### src/rtl/door_lock_pkg.sv
// Shared definitions for the keypad door-lock controller.
//   state_t   : controller FSM states
//   DIGIT_W   : width of one BCD keypad digit
//   cnt_width : register width needed to count 0 .. n-1 (never below 1)
package door_lock_pkg;

    localparam int unsigned DIGIT_W = 4;

    typedef enum logic [1:0] {
        LOCKED,
        UNLOCKED,
        LOCKOUT
    } state_t;

    function automatic int unsigned cnt_width(input int unsigned n);
        return (n < 2) ? 1 : $clog2(n);
    endfunction

endpackage

### src/rtl/door_lock_ctrl_keypad_entry.sv
// Keypad entry buffer for the door-lock controller.
// Collects up to DIGITS BCD digits, newest digit in the low nibble.
// Per-cycle priority: clear > star > hash > key_valid.
// Ports:
//   clk, rst_n  : clock, asynchronous active-low reset
//   key_valid   : one-cycle strobe, key_code valid (codes above 9 ignored)
//   key_code    : keypad digit
//   star, hash  : one-cycle strobes; both empty the buffer
//   clear       : FSM-forced clear, blocks all entry while high
//   buffer      : registered digit buffer
//   count       : digits entered, saturates at DIGITS
//   full        : count == DIGITS
module keypad_entry
    import door_lock_pkg::*;
#(
    parameter  int unsigned DIGITS = 4,
    localparam int unsigned W      = DIGIT_W * DIGITS,
    localparam int unsigned CW     = $clog2(DIGITS + 1)
) (
    input  logic               clk,
    input  logic               rst_n,
    input  logic               key_valid,
    input  logic [DIGIT_W-1:0] key_code,
    input  logic               star,
    input  logic               hash,
    input  logic               clear,
    output logic [W-1:0]       buffer,
    output logic [CW-1:0]      count,
    output logic               full
);

    logic [W-1:0]         buf_d;
    logic [CW-1:0]        cnt_d;
    logic [W+DIGIT_W-1:0] shifted;

    assign full = (count == CW'(DIGITS));

    always_comb begin
        buf_d   = buffer;
        cnt_d   = count;
        // Concatenate then truncate so a single-digit build needs no special slice.
        shifted = {buffer, key_code};
        if (clear || star || hash) begin
            buf_d = '0;
            cnt_d = '0;
        end else if (key_valid && (key_code <= DIGIT_W'(9)) && !full) begin
            buf_d = shifted[W-1:0];
            cnt_d = count + CW'(1);
        end
    end

    always_ff @(posedge clk or negedge rst_n) begin
        if (!rst_n) begin
            buffer <= '0;
            count  <= '0;
        end else begin
            buffer <= buf_d;
            count  <= cnt_d;
        end
    end

endmodule

### src/rtl/door_lock_ctrl.sv
// Keypad door-lock controller: password entry/compare with in-place change,
// wrong-attempt lockout, auto-relock timeout and hold-to-toggle always-open.
// Ports:
//   CLK, RESET         : clock, asynchronous active-low reset
//   KEY_VALID/KEY_CODE : keypad digit strobe and code
//   STAR, HASH         : clear / submit strobes
//   OPEN_BUTTON        : inside egress button (level)
//   CLOSE_SENSOR       : door-closed sensor (level)
//   DISPLAY, ENTRY_CNT : entry buffer and digit count
//   UNLOCK             : lock released
//   ALWAYS_OPEN        : always-open mode active
//   ALERT              : high throughout lockout
//   PW_CHANGED         : one-cycle pulse on password change
// All outputs are registered.
module door_lock_ctrl
    import door_lock_pkg::*;
#(
    parameter int unsigned                 DIGITS         = 4,
    parameter logic [DIGIT_W*DIGITS-1:0]   DEFAULT_PW     = '0,
    parameter int unsigned                 MAX_TRIES      = 3,
    parameter int unsigned                 LOCKOUT_CYCLES = 1000,
    parameter int unsigned                 RELOCK_CYCLES  = 500,
    parameter int unsigned                 HOLD_CYCLES    = 8
) (
    input  logic                          CLK,
    input  logic                          RESET,
    input  logic                          KEY_VALID,
    input  logic [DIGIT_W-1:0]            KEY_CODE,
    input  logic                          STAR,
    input  logic                          HASH,
    input  logic                          OPEN_BUTTON,
    input  logic                          CLOSE_SENSOR,
    output logic [DIGIT_W*DIGITS-1:0]     DISPLAY,
    output logic [$clog2(DIGITS+1)-1:0]   ENTRY_CNT,
    output logic                          UNLOCK,
    output logic                          ALWAYS_OPEN,
    output logic                          ALERT,
    output logic                          PW_CHANGED
);

    localparam int unsigned W  = DIGIT_W * DIGITS;
    localparam int unsigned TW = cnt_width(MAX_TRIES);
    localparam int unsigned LW = cnt_width(LOCKOUT_CYCLES);
    localparam int unsigned RW = cnt_width(RELOCK_CYCLES);
    localparam int unsigned HW = cnt_width(HOLD_CYCLES);

    localparam logic [TW-1:0] TRY_LAST    = TW'(MAX_TRIES - 1);
    localparam logic [LW-1:0] LOCK_LAST   = LW'(LOCKOUT_CYCLES - 1);
    localparam logic [RW-1:0] RELOCK_LAST = RW'(RELOCK_CYCLES - 1);
    localparam logic [HW-1:0] HOLD_LAST   = HW'(HOLD_CYCLES - 1);

    state_t        state_q, state_d;
    logic [W-1:0]  pw_q, pw_d;
    logic [TW-1:0] try_q, try_d;
    logic [LW-1:0] lock_q, lock_d;
    logic [RW-1:0] relock_q, relock_d;
    logic [HW-1:0] hold_q, hold_d;
    logic          hold_done_q, hold_done_d;
    logic          ao_d;
    logic          pwch_d;
    logic          open_prev_q, close_prev_q;

    logic          open_rise, close_rise;
    logic          hash_go;
    logic          entry_clear;
    logic          entry_full;

    assign open_rise   = OPEN_BUTTON  && !open_prev_q;
    assign close_rise  = CLOSE_SENSOR && !close_prev_q;
    assign entry_clear = (state_q == LOCKOUT);
    // STAR outranks HASH; nothing is submitted during lockout.
    assign hash_go     = HASH && !STAR && (state_q != LOCKOUT);

    keypad_entry #(
        .DIGITS(DIGITS)
    ) u_entry (
        .clk      (CLK),
        .rst_n    (RESET),
        .key_valid(KEY_VALID),
        .key_code (KEY_CODE),
        .star     (STAR),
        .hash     (HASH),
        .clear    (entry_clear),
        .buffer   (DISPLAY),
        .count    (ENTRY_CNT),
        .full     (entry_full)
    );

    always_comb begin
        state_d     = state_q;
        pw_d        = pw_q;
        try_d       = try_q;
        lock_d      = '0;
        relock_d    = '0;
        hold_d      = '0;
        hold_done_d = 1'b0;
        ao_d        = ALWAYS_OPEN;
        pwch_d      = 1'b0;

        case (state_q)
            LOCKED: begin
                if (hash_go && entry_full && (DISPLAY == pw_q)) begin
                    state_d = UNLOCKED;
                    try_d   = '0;
                end else if (open_rise) begin
                    state_d = UNLOCKED;
                end else if (hash_go) begin
                    if (try_q == TRY_LAST) begin
                        state_d = LOCKOUT;
                        try_d   = '0;
                    end else begin
                        try_d = try_q + TW'(1);
                    end
                end
            end

            UNLOCKED: begin
                // After a toggle the button must be released before counting resumes.
                hold_d      = hold_q;
                hold_done_d = hold_done_q;
                if (!OPEN_BUTTON) begin
                    hold_d      = '0;
                    hold_done_d = 1'b0;
                end else if (!hold_done_q) begin
                    if (hold_q == HOLD_LAST) begin
                        hold_d      = '0;
                        hold_done_d = 1'b1;
                        ao_d        = !ALWAYS_OPEN;
                    end else begin
                        hold_d = hold_q + HW'(1);
                    end
                end

                if (hash_go && entry_full) begin
                    pw_d   = DISPLAY;
                    pwch_d = 1'b1;
                end

                // Timer is parked at 0 while always-open is (or becomes) active,
                // so leaving always-open starts a full relock period.
                if (open_rise || ALWAYS_OPEN || ao_d) begin
                    relock_d = '0;
                end else if (close_rise || (relock_q == RELOCK_LAST)) begin
                    state_d = LOCKED;
                end else begin
                    relock_d = relock_q + RW'(1);
                end
            end

            LOCKOUT: begin
                if (open_rise) begin
                    state_d = UNLOCKED;
                end else if (lock_q == LOCK_LAST) begin
                    state_d = LOCKED;
                end else begin
                    lock_d = lock_q + LW'(1);
                end
            end

            default: begin
                state_d = LOCKED;
            end
        endcase
    end

    always_ff @(posedge CLK or negedge RESET) begin
        if (!RESET) begin
            state_q      <= LOCKED;
            pw_q         <= DEFAULT_PW;
            try_q        <= '0;
            lock_q       <= '0;
            relock_q     <= '0;
            hold_q       <= '0;
            hold_done_q  <= 1'b0;
            open_prev_q  <= 1'b0;
            close_prev_q <= 1'b0;
            UNLOCK       <= 1'b0;
            ALWAYS_OPEN  <= 1'b0;
            ALERT        <= 1'b0;
            PW_CHANGED   <= 1'b0;
        end else begin
            state_q      <= state_d;
            pw_q         <= pw_d;
            try_q        <= try_d;
            lock_q       <= lock_d;
            relock_q     <= relock_d;
            hold_q       <= hold_d;
            hold_done_q  <= hold_done_d;
            open_prev_q  <= OPEN_BUTTON;
            close_prev_q <= CLOSE_SENSOR;
            UNLOCK       <= (state_d == UNLOCKED) || ao_d;
            ALWAYS_OPEN  <= ao_d;
            ALERT        <= (state_d == LOCKOUT);
            PW_CHANGED   <= pwch_d;
        end
    end

endmodule

### config.mk
export PLATFORM = sky130hd
export DESIGN_NAME = door_lock_ctrl
export DESIGN_NICKNAME = d
export VERILOG_FILES = /design/src/rtl/door_lock_pkg.sv /design/src/rtl/door_lock_ctrl_keypad_entry.sv /design/src/rtl/door_lock_ctrl.sv
export SDC_FILE = /design/constraint.sdc
export NUM_CORES = 1
export LEC_CHECK = 0
export CAP_MARGIN = 30
export CORE_UTILIZATION = 60
export DETAILED_ROUTE_END_ITERATION = 6
export PLACE_DENSITY = 0.84
export SETUP_SLACK_MARGIN = 0.2
export SYNTH_ARGS = -nofsm -noshare
export SYNTH_HDL_FRONTEND = slang
export SYNTH_SLANG_ARGS = --single-unit
### constraint.sdc
create_clock -name CLK -period 5.1 [get_ports CLK]
set_input_delay 1.02 -clock CLK [delete_from_list [all_inputs] [get_ports CLK]]
set_output_delay 1.02 -clock CLK [all_outputs]
set_load 0.01 [all_outputs]
## Word level (Yosys, flattened, before mapping)

Index checks and enable logic that the tools add are counted.

| storage, ports and cells | value |
|---|---|
| output and inout bits | 23 |
| bits in latches | 0 |
| flip-flop bits (word level) | 68 |
| memory bits (read-only) | 0 |
| memories | 0 |
| bits of input ports | 11 |
| bits in writable memories | 0 |
| word-level logic and storage cells | 96 |

| cells by class | value |
|---|---|
| muxes and demuxes | 38 |
| divide/modulo/power cells | 0 |
| $add $sub $neg | 5 |
| $mul | 0 |
| equality and inequality tests | 13 |
| reductions and logical operators | 24 |
| shift-type cells | 0 |
| order comparisons | 1 |
| bitwise logic cells | 0 |

Operator list:

| kind | count |
|---|---|
| $mux W16 | 2 |
| $mux W10 | 3 |
| $mux W9 | 3 |
| $mux W2 | 12 |
| $mux W3 | 6 |
| $eq A16 B16 Y1 | 1 |
| $mux W1 | 11 |
| $add A10 B1 Y10 const B | 1 |
| $eq A10 B10 Y1 const B | 1 |
| $add A9 B1 Y9 const B | 1 |
| $eq A9 B9 Y1 const B | 1 |
| $logic_and A1 B1 Y1 | 8 |
| $add A3 B1 Y3 const B | 2 |
| $eq A2 B2 Y1 const B | 3 |
| $eq A3 B3 Y1 const B | 2 |
| $logic_or A1 B1 Y1 | 6 |
| $pmux W2 S3 | 1 |
| $logic_not A1 Y1 | 5 |
| $eq A2 B1 Y1 const B | 2 |
| $le A4 B4 Y1 const B | 1 |
| $reduce_bool A2 Y1 | 2 |
| $ne A3 B3 Y1 const B | 1 |
| $reduce_and A3 Y1 | 1 |
| $add A2 B1 Y2 const B | 1 |
| 4 further kinds | 4 |

## Longest topological paths before layout

| logic depth | value |
|---|---|
| depth in word-level cells | 10 |
| gate-level depth with buffers | 8 |

## Hierarchy

Synthesis repeated with hierarchy kept, for this count alone.

| second synthesis, totals | value |
|---|---|
| cells, all modules | 288 |
| area total of the unflattened synthesis | 3199.3 µm² |

Modules (own cells, without submodules):

| module | area each (µm²) | cells each | times used |
|---|---|---|---|
| door_lock_ctrl | 2284.7 | 208 | 1 |
| keypad_entry | 914.6 | 80 | 1 |

## Least setup slack after synthesis

Ideal clock, no wire load.

| timing path | value |
|---|---|
| path kind | in2reg |
| start point | in STAR |
| end point | reg pw_q[10] |
| path buffers | 2 |
| stages on the path | 6 |
| data required time | 4.975 ns |
| data arrival time | 2.271 ns |
| slack | 2.704 ns |
| path through | nand2b_1 nor3_1 and2_1 buf_2 buf_2 mux2_2 |

| between the ends | value |
|---|---|
| longest elaborated chain between the ends | 5 |

Ends and longest elaborated chain:

| item | line | source |
|---|---|---|
| from (decl) | door_lock_ctrl.sv:29 | `input logic STAR,` |
| $logic_not A1 Y1 | door_lock_ctrl.sv:72 | `assign hash_go = HASH && !STAR && (state_q != LOCKOUT);` |
| $logic_and A1 B1 Y1 (2 in series) | door_lock_ctrl.sv:72 |  |
| $logic_and A1 B1 Y1 | door_lock_ctrl.sv:134 | `if (hash_go && entry_full) begin` |
| $reduce_and A2 Y1 (no line) | - |  |
| to (signal assigned) | door_lock_ctrl.sv:183 | `pw_q <= pw_d;` |
| to (decl) | door_lock_ctrl.sv:53 | `logic [W-1:0] pw_q, pw_d;` |

Every way passes these cells.
A chain may end at the register's enable or synchronous reset.

## Worst setup path in the final report

| timing path | value |
|---|---|
| start point | in STAR |
| end point | reg pw_q[7] |

Same word-level chain as after synthesis.

==> flow_summary_export.csv <==
group,metric,value,unit
global_route,grt_use_total,24.3,%
pwr,p_total,1080,uW
route,wl,5.70,mm
sta,slew_violations,0,
global_route,grt_use_met1,32.0,%
global_route,overflow,0,
synthesis,ys_top_cells_by_area,"dfrtp_1 56%, xor2_1 6.7%, mux2_2 5.9%",
place,portBuffers,33,
clock_network,h-tree-depth,3,
sta,finalSetupViolations,0,
critical_path,crit_fanout,17,
place,dp.cells,382,
synthesis,postSynthAreaPerCell,10.5,sq um
floorplan,initial_core_util,63.3,%
synthesis,postSynthCellCount,288,
route,first_pass_iters,4,
global_route,grt_pass1_vias,2020,
critical_path,critical_path_required,5.33,ns
clock_network,cts_made_buffers,9,
synthesis,syn-cell-area,3030,sq um
route,drt_first_iter_violations,149,
sta,fin_crit_sh,54.6,%
floorplan,dieArea,5340,sq um
critical_path,cpMaxStageDelayCell,"and2_1",
cells_and_area,area.growth.synth_to_final,19.0,%
cells_and_area,final_common_cell,"dfrtp_1",
sta,hold_ws,0.461,ns
global_route,grt_pass1_wl,9.40,mm
synthesis,synth.distinct_cells,32,
clock_network,clockRootBuffer,"clkbuf_8",
sta,fin_setup_tns,0,ns
clock_network,clkTransAtPathRegs,0.07,ns
critical_path,end_kind,"flip-flop",
clock_network,cts_resized,0,
clock_network,clock_latency,0.34,ns
critical_path,path_class,"primary input to flip-flop",
route,antenna_left,0,
floorplan,ios,34,
floorplan,rows,25,
clock_network,cts_hold_buffers,0,
cells_and_area,fin_area,3600,sq um
run,drv_cap,0,
route,via_per_inst,5.52,
clock_network,clock_sinks,68,
synthesis,ys_ff_latch,68,
floorplan,fp.coreArea,4790,sq um
place,gp_congestion,0.793,
route,routedWlPerCell,14.4,um
clock_network,cts_buffer_depth,2,
status,outcome,"finished, final reports clean",
route,drc,0,
critical_path,cp_cell_sequence,"clkdlybuf4s50_1 -> nand2b_1 -> nor3_1 -> and2_1 -> mux2_2",
synthesis,synth.largest_area_cell,"dfrtp_1",
synthesis,synth_top_area_share,56.2,%
cells_and_area,stdcell_count,397,
place,hpwl,3.75,mm
synthesis,syn-num-nets,305,
sta,relSlewSlack,50.8,%
clock_network,cts_tree,"yes",
global_route,antenna_found_initial,0,
sta,skew,0.00441,ns
global_route,grt_most_used_layer,"met2",
sta,max_freq,359,MHz
sta,rsz0062_at_grt,"false",
critical_path,critPathMaxStageDelay,0.66,ns
sta,period_minus_slack,2.79,ns
synthesis,ys_warn_count,0,
route,num_vias,2190,
synthesis,ys_seq_area_share,56.2,%
floorplan,fp.dieH,73.1,um
clock_network,cts_setup_buffers,0,
pwr,leakage,0.00169,uW
global_route,use_met3,5.39,%
cells_and_area,final_cell_mix,"68 x dfrtp_1, 43 x nand2_1, 35 x nor2_1, 32 x clkdlybuf4s50_1, 23 x xor2_1",
sta,finalHoldViolations,0,
critical_path,cp_data_arrival_time,3.01,ns
cells_and_area,antennaDiodeCount,0,
critical_path,worst_setup_path_start_kind,"primary input",
place,place_area,3420,sq um
pwr,p_per_area,300,nW/um^2
pwr,ir_worst_vdd,0.182,mV
sta,worstMarginPinSlew,0.739,ns
worst_hold_path,hp-class,"flip-flop to flip-flop",
floorplan,die_w,73.1,um
cells_and_area,fin_nets,343,
global_route,met2_usage,38.7,%
cells_and_area,post_route_cells_drive_above_1_share,9.70,%
global_route,grt_max_degree,55,
## flip-flops by register name, summed over array words and instances (netlist names)
register,cells
u_entry.buffer,16
UNLOCK,1
PW_CHANGED,1
ALERT,1
ALWAYS_OPEN,1
pw_q,16
close_prev_q,1
state_q,2
lock_q,10
hold_q,3
relock_q,9
try_q,2
hold_done_q,1
open_prev_q,1
u_entry.count,3
## area by class of cell
type                       instances  area [sq um]
clock buffer                      14           183
clock inverter                     1          5.00
fill                             349          1180
inverter                           6          22.5
multi-input combinational        207          1280
sequential                        68          1700
tap                               67          83.8
timing repair buffer              34           333
## synth_stat cells
master / number
and2_1: 1
mux2i_1: 1
or3_1: 3
nand3_1: 10
or3b_1: 1
o31ai_1: 2
buf_1: 1
a22oi_1: 1
clkbuf_1: 4
dfrtp_1: 68
o41a_1: 1
o21ai_0: 3
inv_1: 6
nand4_1: 5
nor2b_1: 2
nor3_1: 3
nand2b_1: 4
a211o_1: 1
a21oi_1: 22
nand2_1: 43
o21bai_1: 1
xor2_1: 23
xnor2_1: 9
nor4_1: 3
and3_1: 5
buf_2: 2
or2b_1: 1
o211ai_1: 3
mux2_2: 16
nor2_1: 35
ha_1: 6
a21o_1: 2
## critical path, delay by kind of cell
family,cells,cell delay (ns)
buf+inv,1,0.42
mux,1,0.42
simple gates,3,1.14
## routing by layer
layer  vias to the layer above  routed length, um
met2                        48               2770
li1                       1045                  -
met5                         -                  0
met4                         0                 91
met3                         9                271
met1                      1088               2560
## where the power goes
| group | switching [uW] | internal [uW] | total, uW | leakage [uW] |
|---|---|---|---|---|
| Sequential | 18.2 | 557 | 575 | 0.000937 |
| Clock | 191 | 227 | 418 | 0.0000986 |
| Combinational | 52.2 | 37.4 | 89.6 | 0.000655 |
## path summary, 6_finish.rpt
| path | startpoint | to | slack [ns] | cells past startpoint |
|---|---|---|---|---|
| max in group asynchronous | RESET | u_entry.buffer[8] | 3.57 | 2 |
| min in group asynchronous | RESET | lock_q[4] | 0.57 | 1 |
| worst max register to register | u_entry.count[0] | pw_q[7] | 2.89 | 6 |
| worst min-delay path | lock_q[0] | lock_q[0] | 0.46 | 1 |
| worst min register to register | lock_q[0] | lock_q[0] | 0.46 | 1 |
| worst max-delay path | STAR | pw_q[7] | 2.31 | 5 |
## logic make-up after synthesis
group / after synthesis / synth area share (%)
and+or+nand+nor: 116 / 17.1
DFF: 68 / 56.2
AOI/OAI and AO/OA: 36 / 7.02
xor gates and xnor gates: 32 / 9.25
muxes: 17 / 6.28
buffers and inverters: 13 / 1.69
adders and majority gates: 6 / 2.48
## through the flow
stage | worst slack, ns | utilization (%)
3_5_place_dp | 1.98 | 71.4
4_1_cts | 2.31 | 75.3
6_report | 2.31 | 75.3
3_3_place_gp | 2.05 | 71.4
5_1_grt | 2.18 | 75.3
2_1_floorplan | 2.70 | -
No activity file was read; power rests on OpenSTA's default activity.
